<file path="config.mk">
export PLATFORM = sky130hd
export DESIGN_NAME = clk_ratio_ctrl_flat
export DESIGN_NICKNAME = d
export VERILOG_FILES = /design/src/rtl/clk_ratio_ctrl_if.sv /design/src/rtl/clk_ratio_ctrl.sv /design/src/flat_wrapper.sv
export SDC_FILE = /design/constraint.sdc
export NUM_CORES = 1
export LEC_CHECK = 0
export BUFFER_PORTS_ARGS = -buffer_cell sky130_fd_sc_hd__buf_2
export CORE_MARGIN = 3
export CORE_UTILIZATION = 49
export DETAILED_ROUTE_END_ITERATION = 10
export PLACE_DENSITY_LB_ADDON = 0.12
export REMOVE_ABC_BUFFERS = 1
export SETUP_SLACK_MARGIN = 0.02
export SYNTH_ARGS = -nofsm -noshare
export SYNTH_HDL_FRONTEND = slang
export SYNTH_SLANG_ARGS = --single-unit
</file>
<file path="constraint.sdc">
create_clock -name clock -period 3.45 [get_ports clock]
set_input_delay 0.1725 -clock clock [delete_from_list [all_inputs] [get_ports clock]]
set_output_delay 0.1725 -clock clock [all_outputs]
set_load 0.02 [all_outputs]
</file>
<file path="src/rtl/clk_ratio_ctrl_if.sv">
// Ratio-change request handshake between a configuration master and clk_ratio_ctrl.
// A request is taken in the cycle where cfg_valid and cfg_ready are both high.
interface clk_ratio_ctrl_if #(
  parameter int CNT_W = 6
) ();
  logic             cfg_valid;
  logic [CNT_W-1:0] cfg_ratio;
  logic             cfg_ready;

  modport master (output cfg_valid, output cfg_ratio, input cfg_ready);
  modport slave  (input cfg_valid, input cfg_ratio, output cfg_ready);
endinterface

</file>
<file path="src/rtl/clk_ratio_ctrl.sv">
// Fast/slow clock-phase sequencer with a programmable slow half-period.
// Ratio changes wait for the end of a full slow period, then a short frozen gap.
module clk_ratio_ctrl #(
  parameter int CNT_W         = 6,
  parameter int DEFAULT_RATIO = 5,
  parameter int DRAIN_CYCLES  = 2
) (
  input  logic                 clock,
  input  logic                 reset,
  input  logic                 enable,
  clk_ratio_ctrl_if.slave      cfg,
  output logic                 fast_phase,
  output logic                 slow_phase,
  output logic                 slow_tick,
  output logic                 hold,
  output logic [CNT_W-1:0]     cur_ratio
);

  localparam int SW_W = (DRAIN_CYCLES > 1) ? $clog2(DRAIN_CYCLES) : 1;

  typedef enum logic [1:0] {IDLE, RUN, DRAIN, SWITCH} state_t;

  state_t           state_q, state_d;
  logic [CNT_W-1:0] cnt_q, cnt_d;
  logic [CNT_W-1:0] cur_q, cur_d;
  logic [CNT_W-1:0] pend_q, pend_d;
  logic [SW_W-1:0]  sw_q, sw_d;
  logic             fast_q, fast_d;
  logic             slow_q, slow_d;
  logic             tick_q, tick_d;
  logic             hold_q, hold_d;
  logic             ready_q, ready_d;
  logic             accept;
  logic             period_end;

  function automatic logic [CNT_W-1:0] clamp_ratio(input logic [CNT_W-1:0] r);
    return (r == '0) ? CNT_W'(1) : r;
  endfunction

  always_comb begin
    state_d    = state_q;
    cnt_d      = cnt_q;
    cur_d      = cur_q;
    pend_d     = pend_q;
    sw_d       = sw_q;
    fast_d     = fast_q;
    slow_d     = slow_q;
    tick_d     = 1'b0;
    accept     = cfg.cfg_valid && ready_q;
    period_end = (cnt_q == cur_q - CNT_W'(1));

    case (state_q)
      IDLE: begin
        // A ratio write in IDLE takes priority over leaving for RUN.
        if (accept)      cur_d   = clamp_ratio(cfg.cfg_ratio);
        else if (enable) state_d = RUN;
      end
      RUN, DRAIN: begin
        fast_d = ~fast_q;
        if (period_end) begin
          cnt_d  = '0;
          slow_d = ~slow_q;
          tick_d = 1'b1;
        end else begin
          cnt_d = cnt_q + CNT_W'(1);
        end
        if (state_q == RUN) begin
          if (accept) begin
            pend_d  = clamp_ratio(cfg.cfg_ratio);
            state_d = DRAIN;
          end else if (!enable) begin
            state_d = IDLE;
            cnt_d   = '0;
            fast_d  = 1'b1;
            slow_d  = 1'b0;
            tick_d  = 1'b0;
          end
        end else if (period_end && slow_q) begin
          // Falling slow edge closes a full period: safe point to swap ratio.
          state_d = SWITCH;
          sw_d    = '0;
        end
      end
      SWITCH: begin
        if (sw_q == SW_W'(DRAIN_CYCLES - 1)) begin
          cur_d   = pend_q;
          cnt_d   = '0;
          fast_d  = 1'b1;
          slow_d  = 1'b0;
          state_d = enable ? RUN : IDLE;
        end else begin
          sw_d = sw_q + SW_W'(1);
        end
      end
      default: state_d = IDLE;
    endcase

    hold_d  = (state_d == DRAIN) || (state_d == SWITCH);
    ready_d = ((state_d == IDLE) || (state_d == RUN)) && !accept;
  end

  always_ff @(posedge clock or posedge reset) begin
    if (reset) begin
      state_q <= IDLE;
      cnt_q   <= '0;
      cur_q   <= CNT_W'(DEFAULT_RATIO);
      pend_q  <= CNT_W'(DEFAULT_RATIO);
      sw_q    <= '0;
      fast_q  <= 1'b1;
      slow_q  <= 1'b0;
      tick_q  <= 1'b0;
      hold_q  <= 1'b0;
      ready_q <= 1'b0;
    end else begin
      state_q <= state_d;
      cnt_q   <= cnt_d;
      cur_q   <= cur_d;
      pend_q  <= pend_d;
      sw_q    <= sw_d;
      fast_q  <= fast_d;
      slow_q  <= slow_d;
      tick_q  <= tick_d;
      hold_q  <= hold_d;
      ready_q <= ready_d;
    end
  end

  assign fast_phase    = fast_q;
  assign slow_phase    = slow_q;
  assign slow_tick     = tick_q;
  assign hold          = hold_q;
  assign cur_ratio     = cur_q;
  assign cfg.cfg_ready = ready_q;

endmodule
</file>
<file path="src/flat_wrapper.sv">
// flat-port wrapper written by rule: the top's interface ports become plain ports
module clk_ratio_ctrl_flat 
#(
  parameter int CNT_W         = 6,
  parameter int DEFAULT_RATIO = 5,
  parameter int DRAIN_CYCLES  = 2
)
  (clock, reset, enable, fast_phase, slow_phase, slow_tick, hold, cur_ratio, cfg_cfg_valid, cfg_cfg_ratio, cfg_cfg_ready);
  clk_ratio_ctrl_if #(.CNT_W(CNT_W)) cfg_i ();
  input  logic clock;
  input  logic reset;
  input  logic enable;
  output logic fast_phase;
  output logic slow_phase;
  output logic slow_tick;
  output logic hold;
  output logic [CNT_W-1:0] cur_ratio;
  input wire logic [$bits(cfg_i.cfg_valid)-1:0] cfg_cfg_valid;
  input wire logic [$bits(cfg_i.cfg_ratio)-1:0] cfg_cfg_ratio;
  output wire logic [$bits(cfg_i.cfg_ready)-1:0] cfg_cfg_ready;
  assign cfg_i.cfg_valid = cfg_cfg_valid;
  assign cfg_i.cfg_ratio = cfg_cfg_ratio;
  assign cfg_cfg_ready = cfg_i.cfg_ready;
  clk_ratio_ctrl #(.CNT_W(CNT_W), .DEFAULT_RATIO(DEFAULT_RATIO), .DRAIN_CYCLES(DRAIN_CYCLES)) u_core (.clock(clock), .reset(reset), .enable(enable), .cfg(cfg_i), .fast_phase(fast_phase), .slow_phase(slow_phase), .slow_tick(slow_tick), .hold(hold), .cur_ratio(cur_ratio));
endmodule
</file>
==> flow_metrics.py, run 1 <==
metrics = {
    "yosys": {
        "synth_top_area_share": 0.350,
        "yosysSeqAreaShare": 0.438,
        "netlist_top_cells_count": "dfrtp_1, nand2_1, a21oi_1",
        "syn-instance-count": 146,
        "netlist_area_um2": 1500,
        "ys_ff_latch": 26,
        "syn_avg_cell_area_um2": 10.3,
        "synth_area_leaders": "dfrtp_1, dfstp_2, ha_1, mux2_2, mux2i_1",
        "synth_cell_types": 40,
        "synthArstFlopShare": 1.00,
        "yosysMostFrequentCell": "dfrtp_1",
        "yosys_warnings": 0,
        "synth_edf_count": 0,
        "yosys_most_used_dff": "dfrtp_1",
        "yosys.area.top_type": "dfrtp_1",
    },
    "route": {
        "drc": 0,
        "drt-total-wl_mm": 2.78,
        "vias": 1112,
        "first_pass_iters": 4,
        "drtIter0Drc": 33,
        "wl_per_cell_um": 13.9,
        "drtAntennaViolNets": 0,
        "viasPerCell": 5.56,
    },
    "worst_setup_path": {
        "critPathRequiredTime_ns": 3.67,
        "reg2regPathDepth": 10,
        "arrival_ns": 2.85,
        "startpoint_type": "flop",
        "critPathSlowestCell": "dfstp_2",
        "end_kind": "flop",
        "crit_chain": "inv_1 > ha_1 > xnor2_1 > a211oi_2 > nand4_4 > nor2_2 > ha_1 > inv_1 > a211oi_1 > mux2_2",
        "r2r-start": "u_core.cur_ratio[0]",
        "cp-startpoint": "u_core.cur_ratio[0]",
        "cp_max_fo": 5,
        "critical_path_class": "flop to flop",
        "cpPeakStageDelay_ns": 0.58,
    },
    "pwr": {
        "pwr-share-clk": 0.092,
        "max-vdd-ir-drop_mv": 0.488,
        "power_density_nw_per_um2": 986,
        "seqPwrFrac": 0.358,
        "power_switching_mw": 0.751,
        "p_comb_frac": 0.550,
        "intPower_mw": 0.902,
        "p_sw_frac": 0.454,
        "leakage_nw": 0.754,
    },
    "grt": {
        "grt_overflow_total": 0,
        "grtUsageTotal": 0.170,
        "grt_pass1_vias": 1062,
        "antenna_found_initial": 0,
        "grt_max_degree": 27,
        "grt_pass1_wl_mm": 4.70,
    },
    "clock_network": {
        "root_buffer": "clkbuf_4",
        "cts.sinks": 26,
        "holdBufCountCts": 0,
        "cts_resized": 0,
        "clkTransAtPathRegs_ns": 0.13,
        "post_cts_buffers": 0,
        "clk_latency_ns": 0.32,
        "cts_max_level": 1,
        "cts_tree": "built",
        "numCtsBuffers": 3,
        "clock_path_buffers": 2,
    },
    "finish": {
        "stdcell_area_um2": 1680,
        "multiInputGateArea_um2": 811,
        "fillers": 259,
        "register_area_um2": 657,
        "layout-drive-gt1-share": 0.284,
        "nNetsFinal": 187,
        "syn2layout_area_growth_pct": 11.7,
        "diodes": 0,
        "final_util": 0.593,
    },
    "timing": {
        "skew_ns": 0.00194,
        "clock.fmax_ghz": 0.380,
        "rsz0062_at_grt": "false",
        "finalSetupViolCount": 0,
        "slew_violations": 0,
        "finalSetupTns_ns": 0,
        "worst_pin_slew_ns": 0.974,
        "hold_violations": 0,
        "period_minus_slack_ns": 2.63,
        "finalCritPeriodShare": 0.762,
        "slew_headroom": 0.350,
    },
    "floorplanning": {
        "start_util": 0.531,
        "rows": 19,
        "die_h_um": 61.4,
        "die_area_um2": 3760,
        "ios": 21,
        "die_width_um": 61.4,
        "core_area_um2": 2830,
    },
    "place": {
        "hpwl_mm": 2.10,
        "dpl_cell_area_um2": 1640,
        "io_buffers": 20,
        "gp_congestion": 0.899,
    },
    "status": {
        "status": "finished clean",
    },
    "job": {
        "maxCapViolations": 0,
    },
    "worst_hold_path": {
        "hold_path_class": "input port to asynchronous set/reset pin",
    },
}
-- routing by layer --
layer / wire length, um / global-route usage
met2: 1380 / 0.282
met4: 38 / 0.0727
met3: 80 / 0.0252
met5: 0 / 0
met1: 1280 / 0.220
-- flip-flops by register name, indices dropped and copies added, names as in the netlist --
signal / count
u_core.pend_q: 6
u_core.sw_q: 1
u_core.fast_phase: 1
u_core.cfg.cfg_ready: 1
u_core.slow_tick: 1
u_core.cnt_q: 6
u_core.hold: 1
u_core.cur_ratio: 6
u_core.slow_phase: 1
u_core.state_q: 2
-- cell type report --
type / count / share of cell area
sequential: 26 / 0.392
tap: 31 / 0.0231
multi-input combinational: 111 / 0.484
clock buffer: 4 / 0.0216
timing repair buffer: 21 / 0.0642
inverter: 7 / 0.0157
-- power by group through the flow --
stage                     logic, mW  clock network (mW)  registers [mW]
final                         0.909               0.152           0.591
after global routing           1.01               0.178           0.618
after CTS                     0.915               0.163           0.591
after detailed placement      0.916                   0           0.599
after global placement        0.885                   0           0.593
after floorplan               0.635                   0           0.641
-- placed cells by master, fill, tap and decap left out, types with 2 or more instances in the layout --
| cell type | count |
|---|---|
| dfrtp_1 | 21 |
| xor2_1 | 2 |
| clkbuf_4 | 3 |
| nor2b_1 | 5 |
| a31oi_1 | 2 |
| nand3_1 | 3 |
| o21ai_0 | 2 |
| a211oi_1 | 2 |
| xnor2_1 | 5 |
| mux2_2 | 7 |
| mux2i_1 | 7 |
| nand2b_1 | 3 |
| buf_2 | 20 |
| dfstp_2 | 5 |
| a21oi_1 | 12 |
| ha_1 | 7 |
| inv_1 | 7 |
| nor2_1 | 9 |
| nor3_1 | 2 |
| nand2_1 | 18 |
| o221ai_1 | 2 |
| a211oi_2 | 2 |
| o21ai_1 | 4 |
-- worst paths after layout --
path / to / slack (ns)
worst max-delay path: u_core.sw_q / 0.82
worst min-delay path: u_core.state_q[1] / 0.05
worst max register to register: u_core.sw_q / 0.82
worst min register to register: u_core.fast_phase / 0.49
max in group asynchronous: u_core.pend_q[1] / 2.81
min in group clock: u_core.cfg.cfg_ready / 0.05
-- critical path, delay by kind of cell (launching register included) --
kind / cells / cell delay [ns]
AOI/OAI and AO/OA: 2 / 0.49
buffers and inverters: 2 / 0.11
muxes: 1 / 0.36
and+or+nand+nor: 2 / 0.36
adders and majority gates: 2 / 0.50
DFF: 1 / 0.58
xor gates and xnor gates: 1 / 0.14
-- cells by family (layout without fill, tap and decap cells) --
logic type,after synthesis,after routing,share of synthesized area
flops,26,26,0.438
buf+inv,9,32,0.0225
compound gates,34,34,0.163
fa+ha+maj,7,7,0.0583
xor+xnor,7,7,0.0408
simple gates,49,49,0.179
mux,14,14,0.0992
-- metrics by stage --
step           instances  setup WS [ns]  hold WS [ns]  power (mW)
2_1_floorplan        144          0.900         0.209        1.28
3_3_place_gp         196          0.905         0.393        1.48
3_5_place_dp         196          0.832         0.401        1.51
4_1_cts              200          0.790        0.0332        1.67
5_1_grt              200          0.645        0.0377        1.81
6_report             200          0.821        0.0521        1.65
(Power assumes the default switching activity.)
==> inputs of run 2 (changes only) <==
clock period = 2.35 ns   (was 3.45 ns; I/O delays follow)
==> run 2 against run 1 <==
Compared with the run above: the run now ends with negative setup slack left; global-route usage increased by 1.7 points; non-clock buffer count grew 14; fmax up 11%; cell count increased by 7.0%; power is 69% higher; utilization up 7.0 points; largest cell class unchanged.
==> flow_metrics.py, run 2 (synthesized netlist as in run 1, its figures left out) <==
metrics = {
    "place": {
        "hpwl_mm": 2.28,
        "dpl_cell_area_um2": 1720,
        "place_inst": 207,
        "dp_slack_ns": -0.163,
        "gp_congestion": 0.840,
        "io_buffers": 20,
    },
    "timing": {
        "finalCritPeriodShare": 1.01,
        "rsz0062_at_grt": "true",
        "worst_pin_slew_ns": 0.565,
        "hold_violations": 0,
        "finalSetupViolCount": 1,
        "setup_ws_ns": -0.0258,
        "skew_ns": 0.00105,
        "slew_headroom": 0.624,
        "period_minus_slack_ns": 2.38,
        "timing.hold.ws_ns": 0.0262,
        "clock.fmax_ghz": 0.421,
        "slew_violations": 0,
        "finalSetupTns_ns": -0.0258,
    },
    "route": {
        "drtIter0Drc": 59,
        "drt-total-wl_mm": 3.01,
        "drc": 0,
        "vias": 1205,
        "drtAntennaViolNets": 0,
        "wl_per_cell_um": 14.1,
        "viasPerCell": 5.63,
        "first_pass_iters": 4,
    },
    "worst_setup_path": {
        "end_kind": "flop",
        "startpoint_type": "flop",
        "r2r-start": "u_core.cur_ratio[1]",
        "cp_max_fo": 3,
        "critical_path_class": "flop to flop",
        "critPathRequiredTime_ns": 2.57,
        "cp-startpoint": "u_core.cur_ratio[1]",
        "arrival_ns": 2.59,
    },
    "floorplanning": {
        "start_util": 0.531,
        "core_area_um2": 2830,
        "die_h_um": 61.4,
        "die_area_um2": 3760,
        "ios": 21,
        "rows": 19,
        "die_width_um": 61.4,
    },
    "grt": {
        "grt_overflow_total": 0,
        "grtUsageTotal": 0.187,
        "antenna_found_initial": 0,
        "grt_pass1_vias": 1174,
        "grt_max_degree": 27,
        "grt_pass1_wl_mm": 5.35,
    },
    "finish": {
        "layout-drive-gt1-share": 0.388,
        "stdcell_area_um2": 1880,
        "diodes": 0,
        "nNetsFinal": 201,
        "layoutNonFillerInstCount": 214,
        "layout_commonest_cell": "dfrtp_1",
        "syn2layout_area_growth_pct": 24.9,
        "final_util": 0.663,
        "final_cell_mix": "dfrtp_1, buf_2, nand2_1",
    },
    "pwr": {
        "max-vdd-ir-drop_mv": 0.771,
        "power_density_nw_per_um2": 1490,
        "leakage_nw": 0.831,
        "finalPower_mw": 2.79,
    },
    "worst_hold_path": {
        "holdCritStartpoint": "enable",
        "hold_path_class": "input port to flop",
    },
    "clock_network": {
        "clock_path_buffers": 2,
        "clk_latency_ns": 0.31,
        "clkTransAtPathRegs_ns": 0.14,
        "root_buffer": "clkbuf_4",
        "numCtsBuffers": 3,
        "cts.sinks": 26,
        "cts_max_level": 1,
        "cts_tree": "built",
    },
    "status": {
        "status": "finished with violations",
        "violations": "negative setup slack",
    },
    "job": {
        "maxCapViolations": 0,
    },
}
run 2: changes by cell type in the layout (fill, tap and decap cells not counted), moves of 2 or more:
| cell | change |
|---|---|
| a211oi_4 | +2 |
| a21oi_1 | -2 |
| a21oi_2 | +2 |
| buf_4 | +12 |
| dlygate4sd3_1 | +2 |
| ha_1 | -2 |
run 2: area by class of cell:
type	count	area [um2]
Tap cell	31	38.8
Clock inverter	1	30.0
Clock buffer	3	22.5
Multi-Input combinational cell	111	883
Timing Repair Buffer	35	218
Inverter	7	26.3
Sequential cell	26	657
Fill cell	235	953
run 2: worst max-delay path: stages (launching register included):
cell      delay, ns
dfrtp_1        0.41
inv_1          0.06
ha_2           0.16
or3b_4         0.39
a211oi_4       0.25
nand4_4        0.14
nor2_4         0.17
ha_4           0.15
inv_1          0.04
a211oi_2       0.20
mux2_4         0.32
run 2: metal layers:
layer  wire length, um  global-route usage
met5                 0                   0
met2              1570               0.317
met3                78              0.0314
met4                29              0.0364
met1              1340               0.253
run 2: power breakdown:
part	total, mW	leakage [nW]	switching (mW)	internal [mW]
registers	0.864	0.315	0.187	0.677
clock network	0.301	0.0279	0.129	0.172
logic	1.63	0.487	0.913	0.713
run 2: final timing paths:
check,cells after the start,slack (ns),endpoint
worst min register to register,1,0.49,u_core.fast_phase
min in group asynchronous,4,0.37,u_core.cfg.cfg_ready
worst max-delay path,10,-0.03,u_core.sw_q
worst min-delay path,2,0.03,u_core.hold
max in group asynchronous,4,1.68,u_core.fast_phase
worst max register to register,10,-0.03,u_core.sw_q
run 2: what timing repair did:
action | 4_1_cts | 5_1_grt
resized for setup | 10 | 6
setup buffers | 0 | 1
hold buffers | 2 | 0
pin swaps | 5 | 3
hold endpoints to repair | 22 | 0
endpoints found under the setup margin | 5 | 5
